File: src/rtl/imm_inst_encoder.sv
// Immediate instruction encoder: packs I-load / S-store / B-branch words and tags them with IMEM byte addresses.
// Optional build macro: IMM_RANGE_CHK_EN (drop descriptors whose immediate does not fit its field).

`ifndef DATA_WIDTH
`define DATA_WIDTH 32
`endif

module imm_inst_encoder #(
    parameter int                    ADDR_WIDTH = 32,
    parameter logic [ADDR_WIDTH-1:0] BASE_ADDR  = '0
) (
    input  logic                   clk,
    input  logic                   rst,
    input  logic                   in_valid,
    output logic                   in_ready,
    input  logic [1:0]             in_fmt,
    input  logic [4:0]             in_rd,
    input  logic [4:0]             in_rs1,
    input  logic [4:0]             in_rs2,
    input  logic [2:0]             in_funct3,
    input  logic [`DATA_WIDTH-1:0] in_imm,
    input  logic                   addr_clr,
    output logic                   out_valid,
    input  logic                   out_ready,
    output logic [`DATA_WIDTH-1:0] out_inst,
    output logic [ADDR_WIDTH-1:0]  out_addr,
    output logic                   err
);

    localparam int DW = `DATA_WIDTH;

    localparam logic [6:0] OP_LOAD   = 7'b0000011;
    localparam logic [6:0] OP_STORE  = 7'b0100011;
    localparam logic [6:0] OP_BRANCH = 7'b1100011;

    localparam logic [ADDR_WIDTH-1:0] ADDR_STEP = ADDR_WIDTH'(32'd4);

    logic                  out_valid_r;
    logic [DW-1:0]         out_inst_r;
    logic [ADDR_WIDTH-1:0] out_addr_r;
    logic [ADDR_WIDTH-1:0] addr_q_r;
    logic                  err_r;

    logic [31:0]           enc_s;
    logic                  fmt_bad_s;
    logic                  range_bad_s;
    logic                  in_hs_s;
    logic                  out_hs_s;
    logic                  drop_s;
    logic                  emit_s;
    logic [ADDR_WIDTH-1:0] addr_next_s;

`ifdef IMM_RANGE_CHK_EN
    // True when the immediate is a sign extension of its low 12 bits.
    function automatic logic fits_simm12(input logic [DW-1:0] imm);
        return (&imm[DW-1:11]) | ~(|imm[DW-1:11]);
    endfunction

    // True when the immediate is an even sign extension of its low 13 bits.
    function automatic logic fits_boff13(input logic [DW-1:0] imm);
        return ((&imm[DW-1:12]) | ~(|imm[DW-1:12])) & ~imm[0];
    endfunction

    // Range violation per format; reserved format is caught by fmt_bad_s.
    always_comb begin
        range_bad_s = 1'b0;
        case (in_fmt)
            2'b00:   range_bad_s = ~fits_simm12(in_imm);
            2'b01:   range_bad_s = ~fits_simm12(in_imm);
            2'b10:   range_bad_s = ~fits_boff13(in_imm);
            default: range_bad_s = 1'b0;
        endcase
    end
`else
    // Without range checking the immediate is simply truncated to its field bits.
    logic unused_imm_s;
    assign unused_imm_s = ^in_imm[DW-1:13];
    assign range_bad_s  = 1'b0;
`endif

    // Field packing for the three supported formats; 2'b11 is the reserved drop format.
    always_comb begin
        enc_s     = 32'h0000_0000;
        fmt_bad_s = 1'b0;
        case (in_fmt)
            2'b00:   enc_s = {in_imm[11:0], in_rs1, in_funct3, in_rd, OP_LOAD};
            2'b01:   enc_s = {in_imm[11:5], in_rs2, in_rs1, in_funct3, in_imm[4:0], OP_STORE};
            2'b10:   enc_s = {in_imm[12], in_imm[10:5], in_rs2, in_rs1, in_funct3,
                              in_imm[4:1], in_imm[11], OP_BRANCH};
            default: fmt_bad_s = 1'b1;
        endcase
    end

    // Handshake qualification: a dropped descriptor still completes its input handshake.
    always_comb begin
        in_ready = ~out_valid_r | out_ready;
        in_hs_s  = in_valid & in_ready;
        out_hs_s = out_valid_r & out_ready;
        drop_s   = in_hs_s & (fmt_bad_s | range_bad_s);
        emit_s   = in_hs_s & ~(fmt_bad_s | range_bad_s);
    end

    // Next address: clear beats the post-handshake increment; the add wraps naturally.
    always_comb begin
        if (addr_clr) begin
            addr_next_s = BASE_ADDR;
        end else if (out_hs_s) begin
            addr_next_s = addr_q_r + ADDR_STEP;
        end else begin
            addr_next_s = addr_q_r;
        end
    end

    // Output stage, address counter and sticky error flag.
    always_ff @(posedge clk) begin
        if (rst) begin
            out_valid_r <= 1'b0;
            out_inst_r  <= {DW{1'b0}};
            out_addr_r  <= BASE_ADDR;
            addr_q_r    <= BASE_ADDR;
            err_r       <= 1'b0;
        end else begin
            addr_q_r <= addr_next_s;
            // A new word takes the address the counter holds after this cycle's update.
            if (emit_s) begin
                out_valid_r <= 1'b1;
                out_inst_r  <= DW'(enc_s);
                out_addr_r  <= addr_next_s;
            end else if (out_hs_s) begin
                out_valid_r <= 1'b0;
            end
            if (drop_s) begin
                err_r <= 1'b1;
            end else if (addr_clr) begin
                err_r <= 1'b0;
            end
        end
    end

    assign out_valid = out_valid_r;
    assign out_inst  = out_inst_r;
    assign out_addr  = out_addr_r;
    assign err       = err_r;

endmodule

File: config.mk
export PLATFORM = sky130hd
export DESIGN_NAME = imm_inst_encoder
export DESIGN_NICKNAME = d
export VERILOG_FILES = /design/src/rtl/imm_inst_encoder.sv
export SDC_FILE = /design/constraint.sdc
export NUM_CORES = 1
export LEC_CHECK = 0
export BUFFER_PORTS_ARGS = -buffer_cell sky130_fd_sc_hd__buf_2
export CAP_MARGIN = 20
export CORE_MARGIN = 10
export CORE_UTILIZATION = 54
export DETAILED_ROUTE_END_ITERATION = 6
export HOLD_SLACK_MARGIN = 0.08
export PLACE_DENSITY = 0.85
export SYNTH_ARGS = -nofsm -noshare
export SYNTH_HDL_FRONTEND = slang
export SYNTH_SLANG_ARGS = --single-unit
File: constraint.sdc
create_clock -name clk -period 4.61 [get_ports clk]
set_clock_uncertainty 0.1 [all_clocks]
set_input_delay 0.2305 -clock clk [delete_from_list [all_inputs] [get_ports clk]]
set_output_delay 0.2305 -clock clk [all_outputs]
set_load 0.02 [all_outputs]
# == After elaboration in Yosys (flattened, before gate mapping) ==
# Index checks and enable logic that the tools add are counted.
# word_totals
ff_bits,98
input_bits,57
output_inout_bits,67
wordCells,26
# op_classes
n_addsub,1
eq_ne,2
mux,8
n_bitwise,6
n_reduce_logical,4
# ops
cell,count
32-bit case mux with 3 select lines,1
32-bit 2-to-1 mux,2
32-bit by 3-bit adder with 32-bit output (second input constant),1
1-bit 2-to-1 mux,5
1-bit AND,4
2-bit nonzero test,2
3-bit OR reduction,1
2-bit by 1-bit equality test with 1-bit output (second input constant),1
2-bit equality test (second input constant),1
2-bit zero test,1
1-bit NOT,1
1-bit bitwise OR,1

# == Depth between registers and ports, before layout ==
# Gate-level depths: netlist (run 1).
# logic_depth
word_depth,5
mapped_depth,9
ltp_nobuf,7

# == Worst setup path before layout (run 1) ==
# No wires, ideal clock.
# synth_timing
path_kind,register to register
start,"register out_valid_r, in the netlist out_valid"
end,"register out_inst_r[5], in the netlist out_inst[5]"
arrival_ns,1.748
t_required_ns,4.382
path_slack_ns,2.634
path_stages_with_launch,7
path_buffers,2
synth_period_minus_slack_ns,1.976
cell_sequence,dfxtp_1 -> nand2b_1 -> nand3b_1 -> clkbuf_1 -> clkbuf_1 -> mux2i_1 -> nor2_1
# synth_via
elab_chain_len,4
# synth_lines
item,line_no,text
"start, declared",38,logic out_valid_r;
"start signal, assigned",117,out_valid_r <= 1'b0;
"start signal, assigned",126,out_valid_r <= 1'b1;
"start signal, assigned",130,out_valid_r <= 1'b0;
1-bit NOT,96,in_ready = ~out_valid_r | out_ready;
1-bit bitwise OR,96,
net in_ready,15,"output logic in_ready,"
1-bit AND,97,in_hs_s = in_valid & in_ready;
1-bit AND,100,emit_s = in_hs_s & ~(fmt_bad_s | range_bad_s);
"end signal, assigned",118,out_inst_r <= {DW{1'b0}};
"end signal, assigned",127,out_inst_r <= DW'(enc_s);
"end, declared",39,logic [DW-1:0] out_inst_r;
# The timed path passes the listed nets, and every way through them passes these cells.
# A chain may end at the register's enable or synchronous reset.

# == Worst setup path in the final report (run 1) ==
# layout_timing
start,"register out_valid_r, in the netlist out_valid"
end,"register out_inst_r[27], in the netlist out_inst[27]"
# layout_via
elab_chain_len,4
# layout_lines
item,line_no
1-bit NOT,96
1-bit bitwise OR,96
1-bit AND,97
1-bit AND,100
# Every way passes these cells.

==> results of run 1 <==
## report_power, final
part | internal, mW | switching (mW) | total (mW)
combinational | 0.0505 | 0.0797 | 0.130
clock | 0.253 | 0.293 | 0.545
sequential | 0.823 | 0.00699 | 0.830
## critical path, cell delays in order (launching register included)
cell and delay [ns]:
dfxtp_1 0.37, nand2b_1 0.15, nand3b_1 0.56, buf_4 0.47, nor3_1 0.20, buf_4 0.23, a22oi_1 0.09, nor2_1 0.14
## state kept, by name (all words and copies together) (netlist names)
register,cells
addr_q_r,32
err,1
out_addr,32
out_inst,28
out_valid,1
## per-stage QoR
| step | cells | power (mW) | hold slack, ns | setup slack (ns) |
|---|---|---|---|---|
| 4_1_cts | 593 | 1.515 | 0.08381 | 2.200 |
| 6_report | 593 | 1.506 | 0.07453 | 2.227 |
| 5_1_grt | 593 | 1.558 | 0.09397 | 1.991 |
| 3_3_place_gp | 563 | 0.9669 | 0.3303 | 2.173 |
| 3_5_place_dp | 563 | 0.9708 | 0.3384 | 2.092 |
| 2_1_floorplan | 409 | 0.9291 | 0.2788 | 2.634 |
## area by class of cell
cell class | count | area, sq um
fill | 568 | 2168
timing repair buffer | 118 | 668.1
tap | 80 | 100.1
inverter | 5 | 18.77
clock inverter | 7 | 73.82
sequential | 94 | 1882
multi-input combinational | 280 | 1684
clock buffer | 9 | 123.9
## cell usage after synthesis (5+ instances only)
master	instances
nand3_1	11
xnor2_1	17
o21ai_0	14
nand2_1	34
a22oi_1	27
ha_1	7
a22o_1	9
nor2_1	69
nand4_1	8
clkbuf_1	23
dfxtp_1	94
a21oi_1	7
o21ai_1	11
nor3_1	10
inv_1	5
xor2_1	12
## per-layer routing
metal	GRT usage (%)	vias to the layer above	wire length (microns)
met5	0	-	0
met4	5.882	0	99
met3	8.110	9	935
met2	28.67	92	4328
met1	18.77	1490	3559
li1	-	1599	-
## cell usage in the layout, fill, tap and decap left out, types with 2 or more instances in the layout
cell type and instances:
nor4_1 3, nor3_1 10, buf_4 3, a22o_1 9, mux2i_1 3, xor2_1 12
and3_1 3, a21oi_1 7, buf_2 101, nor3_2 2, or2_2 3, nand2_1 34
nand4_1 8, clkinv_2 2, clkbuf_8 9, nand3_1 11, nor3b_1 4, nand3b_1 2
inv_1 5, ha_1 7, and4_1 3, nor2b_1 4, o21ai_1 11, nor2_1 69
xnor2_1 17, dfxtp_1 94, a22oi_1 27, nor4_2 4, clkinv_4 2, o21ai_0 14
dlygate4sd3_1 14, conb_1 3
## timing repair
item                                   in CTS  in global routing
hold buffers                               14                  0
endpoints found under the hold margin      14                  0
resized for setup                           0                  0
## final timing paths
path | cells after the start | end | from | slack (ns)
setup / recovery | 7 | out_inst[27] | out_valid | 2.23
hold / removal | 3 | err | in_valid | 0.07
setup reg to reg | 7 | out_inst[27] | out_valid | 2.23
hold reg to reg | 2 | out_addr[31] | out_addr[31] | 0.35
## cell families after synthesis
kind of cell / share of synthesized area, %
AOI/OAI and AO/OA: 12.61
xor gates and xnor gates: 6.842
adders and majority gates: 2.359
buffers and inverters: 4.146
DFF: 50.69
muxes: 0.8089
other: 0.1010
and+or+nand+nor: 22.45
==> impl_metrics.env, run 1 <==
export IMPL_outcome="completed"
export IMPL_synth_top_cell_area_share_pct=50.69
export IMPL_first_global_vias=3200
export IMPL_peakVddDrop_uv=239.5
export IMPL_design_final_nets=572
export IMPL_proportion_of_register_bits_with_asynchronous_set_or_reset_after_synthesis_pct=0
export IMPL_placementRows=30
export IMPL_post_route_period_util_pct=51.68
export IMPL_tritoncts="built"
export IMPL_postRouteWirelength_mm=8.922
export IMPL_layout_cell_area_non_filler_sq_um=4551
export IMPL_final_hold_viol_count=0
export IMPL_tritoncts_num_buffers=9
export IMPL_route_vias_total=3190
export IMPL_p_leak_nw=1.906
export IMPL_power_density_nw_per_um2=330.9
export IMPL_total_grt_overflow=0
export IMPL_synth_seq_cells=94
export IMPL_syn_cell_area_sq_um=3712
export IMPL_routed_wire_length_per_instance_microns=15.05
export IMPL_maximum_number_of_pins_on_one_net_before_global_route_repair=45
export IMPL_share_of_synthesized_area_occupied_by_flip_flops_and_latches_pct=50.69
export IMPL_netlist_top_cells_area="dfxtp_1, nor2_1, a22oi_1, xnor2_1, nand2_1"
export IMPL_grt_first_pass_wirelength_mm=14.66
export IMPL_grt_setup_unrepaired="no"
export IMPL_initial_core_util_pct=55.25
export IMPL_groute_usage_overall_pct=17.18
export IMPL_synthDominantAreaCellType="dfxtp_1"
export IMPL_synth_cells=407
export IMPL_clkLatencyLatePin_ns=0.36
export IMPL_gp_routability_congestion=0.8364
export IMPL_diodes=0
export IMPL_design_portCount=124
export IMPL_first_iteration_detailed_routing_drc_count=106
export IMPL_finalCriticalPeriod_ns=2.383
export IMPL_drv_cap=0
export IMPL_placedInstanceArea_sq_um=4213
export IMPL_setup_total_negative_slack_ns=0
export IMPL_cts_reportedPaths_clkPinSlew_ns=0.09
export IMPL_tightestPinTransition_ns=0.7906
export IMPL_synth_ff_type="dfxtp_1"
export IMPL_syn_to_final_growth_pct=22.58
export IMPL_drt_pre_antenna_iters=5
export IMPL_syn_mean_instance_area_sq_um=9.121
export IMPL_cp_max_fo=27
export IMPL_final_max_slew_violation_count=0
export IMPL_synth_edff_count=0
export IMPL_timing_slew_headroom_pct=47.14
export IMPL_timing_critical_path_to_type="flip-flop"
export IMPL_final_layout_size_suffix_gt1_share_pct=26.12
export IMPL_portBuffers=101
export IMPL_cts_path_max_buffers=2
export IMPL_fp_dieW_microns=102.9
export IMPL_drc_errors=0
export IMPL_yosys_warnings=0
export IMPL_detail_route_vias_per_cell=5.379
export IMPL_die_y_microns=102.9
export IMPL_cts_root_buffer="clkbuf_8"
export IMPL_route_antenna_remaining_nets=0
export IMPL_max_freq_ghz=0.4197
export IMPL_htreeDepth=3
export IMPL_worst_setup_path_start_kind="flip-flop"
export IMPL_critPathKind="reg -> reg"
export IMPL_setup_violations=0
export IMPL_arrival_ns=2.57
export IMPL_coreArea_sq_um=6719
export IMPL_setup_fix_buffers_added_after_clock_tree_synthesis=0
export IMPL_worstHoldPathType="in -> reg"
export IMPL_yosysUniqueCellTypes=40
export IMPL_critical_path_required_ns=4.80
export IMPL_final_core_util_pct=67.73
export IMPL_fp_dieArea_sq_um=10590
export IMPL_grt_antenna_before_repair=0
export IMPL_hpwlAfterDp_mm=6.305
export IMPL_clock_sink_count=94
No activity file was read; power rests on OpenSTA's default activity.
==> inputs of run 2 (changes only) <==
Settings changed: ABC_AREA set to 1, CORE_UTILIZATION 54 to 52, PLACE_DENSITY 0.85 to 0.8.
Clock period 4.61 ns to 2.4 ns, I/O delays scaled along.
==> run 2 against run 1 <==
Design area grew 16%. Combinational power rose to 3.3 times the previous value. Final cell count rose by 30%. Sequential power rose by 99%. Global-route usage increased by 1.4 points. Fmax up 7.5%. Critical path depth grew 1. Utilization decreased by 3.0 points. First-iteration DRC count grew 90%. Critical endpoint is now out_inst[20]. Largest cell class is now multi-input gates.
==> impl_metrics.env, run 2 <==
export IMPL_synthDominantAreaCellType="dfxtp_1"
export IMPL_netlist_top_cells_area="dfxtp_1, nor2_1, nand2_1, o21ai_0, a21oi_1"
export IMPL_worstHoldPathCells=5
export IMPL_critical_path_required_ns=2.60
export IMPL_synth_ff_type="dfxtp_1"
export IMPL_total_grt_overflow=0
export IMPL_maximum_number_of_pins_on_one_net_before_global_route_repair=63
export IMPL_syn_cell_area_sq_um=4318
export IMPL_ff2ff_setup_slack_ns=0.18
export IMPL_final_core_util_pct=64.73
export IMPL_placementRows=33
export IMPL_num_fill_cells=707
export IMPL_comb_power_share_pct=14.2
export IMPL_internal_power_mw=2.161
export IMPL_power_frac_clock_pct=31.9
export IMPL_cpLargestDelayFamily="simple AND/OR/NAND/NOR gates"
export IMPL_layout_cells_most_common="buf_2"
export IMPL_drc_errors=0
export IMPL_synth_edff_count=0
export IMPL_setup_violations=0
export IMPL_clock_sink_count=94
export IMPL_dr_wl_met3_microns=981
export IMPL_timing_slew_headroom_pct=44.19
export IMPL_pwr_share_seq_pct=53.9
export IMPL_placedInstanceArea_sq_um=4831
export IMPL_synthMuxAreaShare_pct=0
export IMPL_wl_met2_mm=5.652
export IMPL_route_antenna_remaining_nets=0
export IMPL_coreArea_sq_um=8134
export IMPL_post_synth_xor_area_fraction_pct=0
export IMPL_crit_buf_inv=2
export IMPL_synth_top_family_by_area="simple AND/OR/NAND/NOR gates"
export IMPL_yosysUniqueCellTypes=39
export IMPL_gp_routability_congestion=0.9133
export IMPL_final_cell_mix="buf_2, dfxtp_1, nor2_1"
export IMPL_peakVddDrop_uv=366.3
export IMPL_tritoncts="built"
export IMPL_setup_total_negative_slack_ns=0
export IMPL_yosys_warnings=0
export IMPL_post_route_period_util_pct=92.32
export IMPL_layout_cell_area_non_filler_sq_um=5265
export IMPL_fp_dieArea_sq_um=12350
export IMPL_leading_cell_types_by_count_after_synthesis="dfxtp_1, nor2_1, nand2_1, o21ai_0, inv_1"
export IMPL_groute_usage_overall_pct=18.55
export IMPL_p_leak_nw=2.366
export IMPL_grt_antenna_before_repair=2
export IMPL_outcome="completed"
export IMPL_grt_first_pass_wirelength_mm=19.60
export IMPL_cts_root_buffer="clkbuf_8"
export IMPL_final_max_slew_violation_count=0
export IMPL_proportion_of_register_bits_with_asynchronous_set_or_reset_after_synthesis_pct=0
export IMPL_final_hold_viol_count=0
export IMPL_cts_path_max_buffers=2
export IMPL_worst_setup_path_start_kind="flip-flop"
export IMPL_first_iteration_detailed_routing_drc_count=201
export IMPL_power_switching_uw=899.6
export IMPL_share_of_synthesized_area_occupied_by_flip_flops_and_latches_pct=43.58
export IMPL_cell_with_the_most_instances_after_synthesis="dfxtp_1"
export IMPL_post_synth_fa_ha_maj_area_fraction_pct=2.028
export IMPL_synth_cells=545
export IMPL_postRouteWirelength_mm=11.83
export IMPL_cp_max_fo=19
export IMPL_synth_compound_area_share_pct=18.28
export IMPL_portBuffers=101
export IMPL_drv_cap=0
export IMPL_arrival_ns=2.41
export IMPL_syn_to_final_growth_pct=21.94
export IMPL_tightestPinTransition_ns=0.8362
export IMPL_syn_mean_instance_area_sq_um=7.923
export IMPL_post_synth_and_or_nand_nor_area_fraction_pct=28.05
export IMPL_design_portCount=124
export IMPL_drt_pre_antenna_iters=5
export IMPL_route_layer_met1_wl_mm=4.907
export IMPL_finalCriticalPeriod_ns=2.216
export IMPL_power_switching_fraction_pct=29.39
export IMPL_first_global_vias=4146
export IMPL_routed_wire_length_per_instance_microns=15.38
export IMPL_worstHoldPathType="in -> reg"
export IMPL_final_layout_size_suffix_gt1_share_pct=27.49
export IMPL_power_density_nw_per_um2=581.3
export IMPL_fp_dieW_microns=111.1
export IMPL_synth_top_cell_area_share_pct=43.58
export IMPL_detail_route_vias_per_cell=5.320
export IMPL_worst_hold_path_endpoint="err"
export IMPL_critPathKind="reg -> reg"
export IMPL_die_y_microns=111.1
export IMPL_synth_seq_cells=94
export IMPL_min_delay_start="out_ready"
export IMPL_grt_setup_unrepaired="no"
export IMPL_crit_reg2reg_capture="out_inst[20]"
export IMPL_htreeDepth=3
export IMPL_crit_path_max_incr_delay_ns=0.56
export IMPL_cpMostUsedCell="a21oi_1"
export IMPL_clkLatencyLatePin_ns=0.37
export IMPL_design_final_nets=721
export IMPL_hpwlAfterDp_mm=7.994
export IMPL_cts_reportedPaths_clkPinSlew_ns=0.10
export IMPL_initial_core_util_pct=53.08
export IMPL_crit_chain="nand2_2 -> nand3b_4 -> nor2_4 -> inv_1 -> a21oi_1 -> dlygate4sd3_1 -> a21oi_1 -> nor2_1"
export IMPL_timing_critical_path_to_type="flip-flop"
export IMPL_regToRegStartpoint="out_valid"
export IMPL_reg2regPathDepth=8
export IMPL_worst_path_max_delay_cell="dlygate4sd3_1"
export IMPL_route_vias_total=4091
export IMPL_top_layer="met4"
export IMPL_max_freq_ghz=0.4513
export IMPL_tritoncts_num_buffers=9
-- run 2: cell count changes after synthesis, sizes merged, moves of 11 or more --
cell / delta
nand2: +46
inv: +39
a21oi: +37
nand3: +30
o21ai: +29
nor2: +25
a22oi: -17
xnor2: -17
a32oi: +13
buf: +12
xor2: -12
clkbuf: -11
-- run 2: power by group through the flow --
stage | Clock (mW) | Combinational (mW) | Sequential [mW]
6_report | 0.976 | 0.434 | 1.65
5_1_grt | 1.05 | 0.473 | 1.66
4_1_cts | 0.989 | 0.429 | 1.65
3_5_place_dp | 0 | 0.396 | 1.68
3_3_place_gp | 0 | 0.389 | 1.68
2_1_floorplan | 0 | 0.196 | 1.76
-- run 2: cell type report --
cell class              instances  area (sq um)  share of cell area, %
diodes                          2         5.005                0.09506
clock buffers                   9         123.9                  2.353
clock inverters                 7         55.05                  1.046
inverters                      45         170.2                  3.232
multi-input cells             377          2100                  39.88
flip-flops and latches         94          1882                  35.74
well taps                     105         131.4                  2.495
repair buffers                130         798.3                  15.16
-- run 2: worst max-delay path by stage --
stage / start / to / slack, ns / cells past startpoint
global route: out_valid / out_inst[20] / 0.05 / 8
CTS: out_valid / out_inst[20] / 0.27 / 8
floorplan: out_valid / out_addr[4] / 0.86 / 7
global placement: in_fmt[0] / out_inst[26] / 0.75 / 7
finish: out_valid / out_inst[20] / 0.18 / 8
detailed placement: addr_q_r[3] / out_addr[18] / 0.67 / 8
-- run 2: repair_timing --
action / in CTS / in global routing
setup buffers: 0 / 0
resized for setup: 0 / 0
endpoints found under the hold margin: 23 / 0
setup endpoints to repair: 0 / 0
hold buffers: 25 / 0
-- run 2: cell families (layout without fill, tap and decap cells) --
family | count (synthesis) | after routing
AND/OR/NAND/NOR | 236 | 236
AO/OA/AOI/OAI | 131 | 131
buffers and inverters | 76 | 191
adder cells (fa/ha/maj) | 7 | 7
other | 1 | 5
flip-flops | 94 | 94
-- run 2: stage by stage --
stage | setup slack, ns | hold WS [ns] | total power, mW | instances
3_5_place_dp | 0.6684 | 0.2911 | 2.081 | 726
6_report | 0.1843 | 0.09571 | 3.061 | 769
4_1_cts | 0.2680 | 0.08165 | 3.068 | 767
5_1_grt | 0.04805 | 0.1269 | 3.182 | 769
3_3_place_gp | 0.7518 | 0.2786 | 2.070 | 726
2_1_floorplan | 0.8641 | 0.1832 | 1.952 | 547
-- run 2: worst register-to-register path: stages, from the launching register on --
cell and delay, ns:
dfxtp_1 0.38, nand2_2 0.14, nand3b_4 0.16, nor2_4 0.39, inv_1 0.13, a21oi_1 0.13, dlygate4sd3_1 0.56, a21oi_1 0.04
nor2_1 0.12
-- run 2: layer usage --
| metal | track usage (%) | vias to the layer above |
|---|---|---|
| met5 | 0 | - |
| met4 | 7.284 | 0 |
| met3 | 7.522 | 25 |
| met2 | 31.53 | 140 |
| met1 | 20.13 | 1884 |
| li1 | - | 2042 |
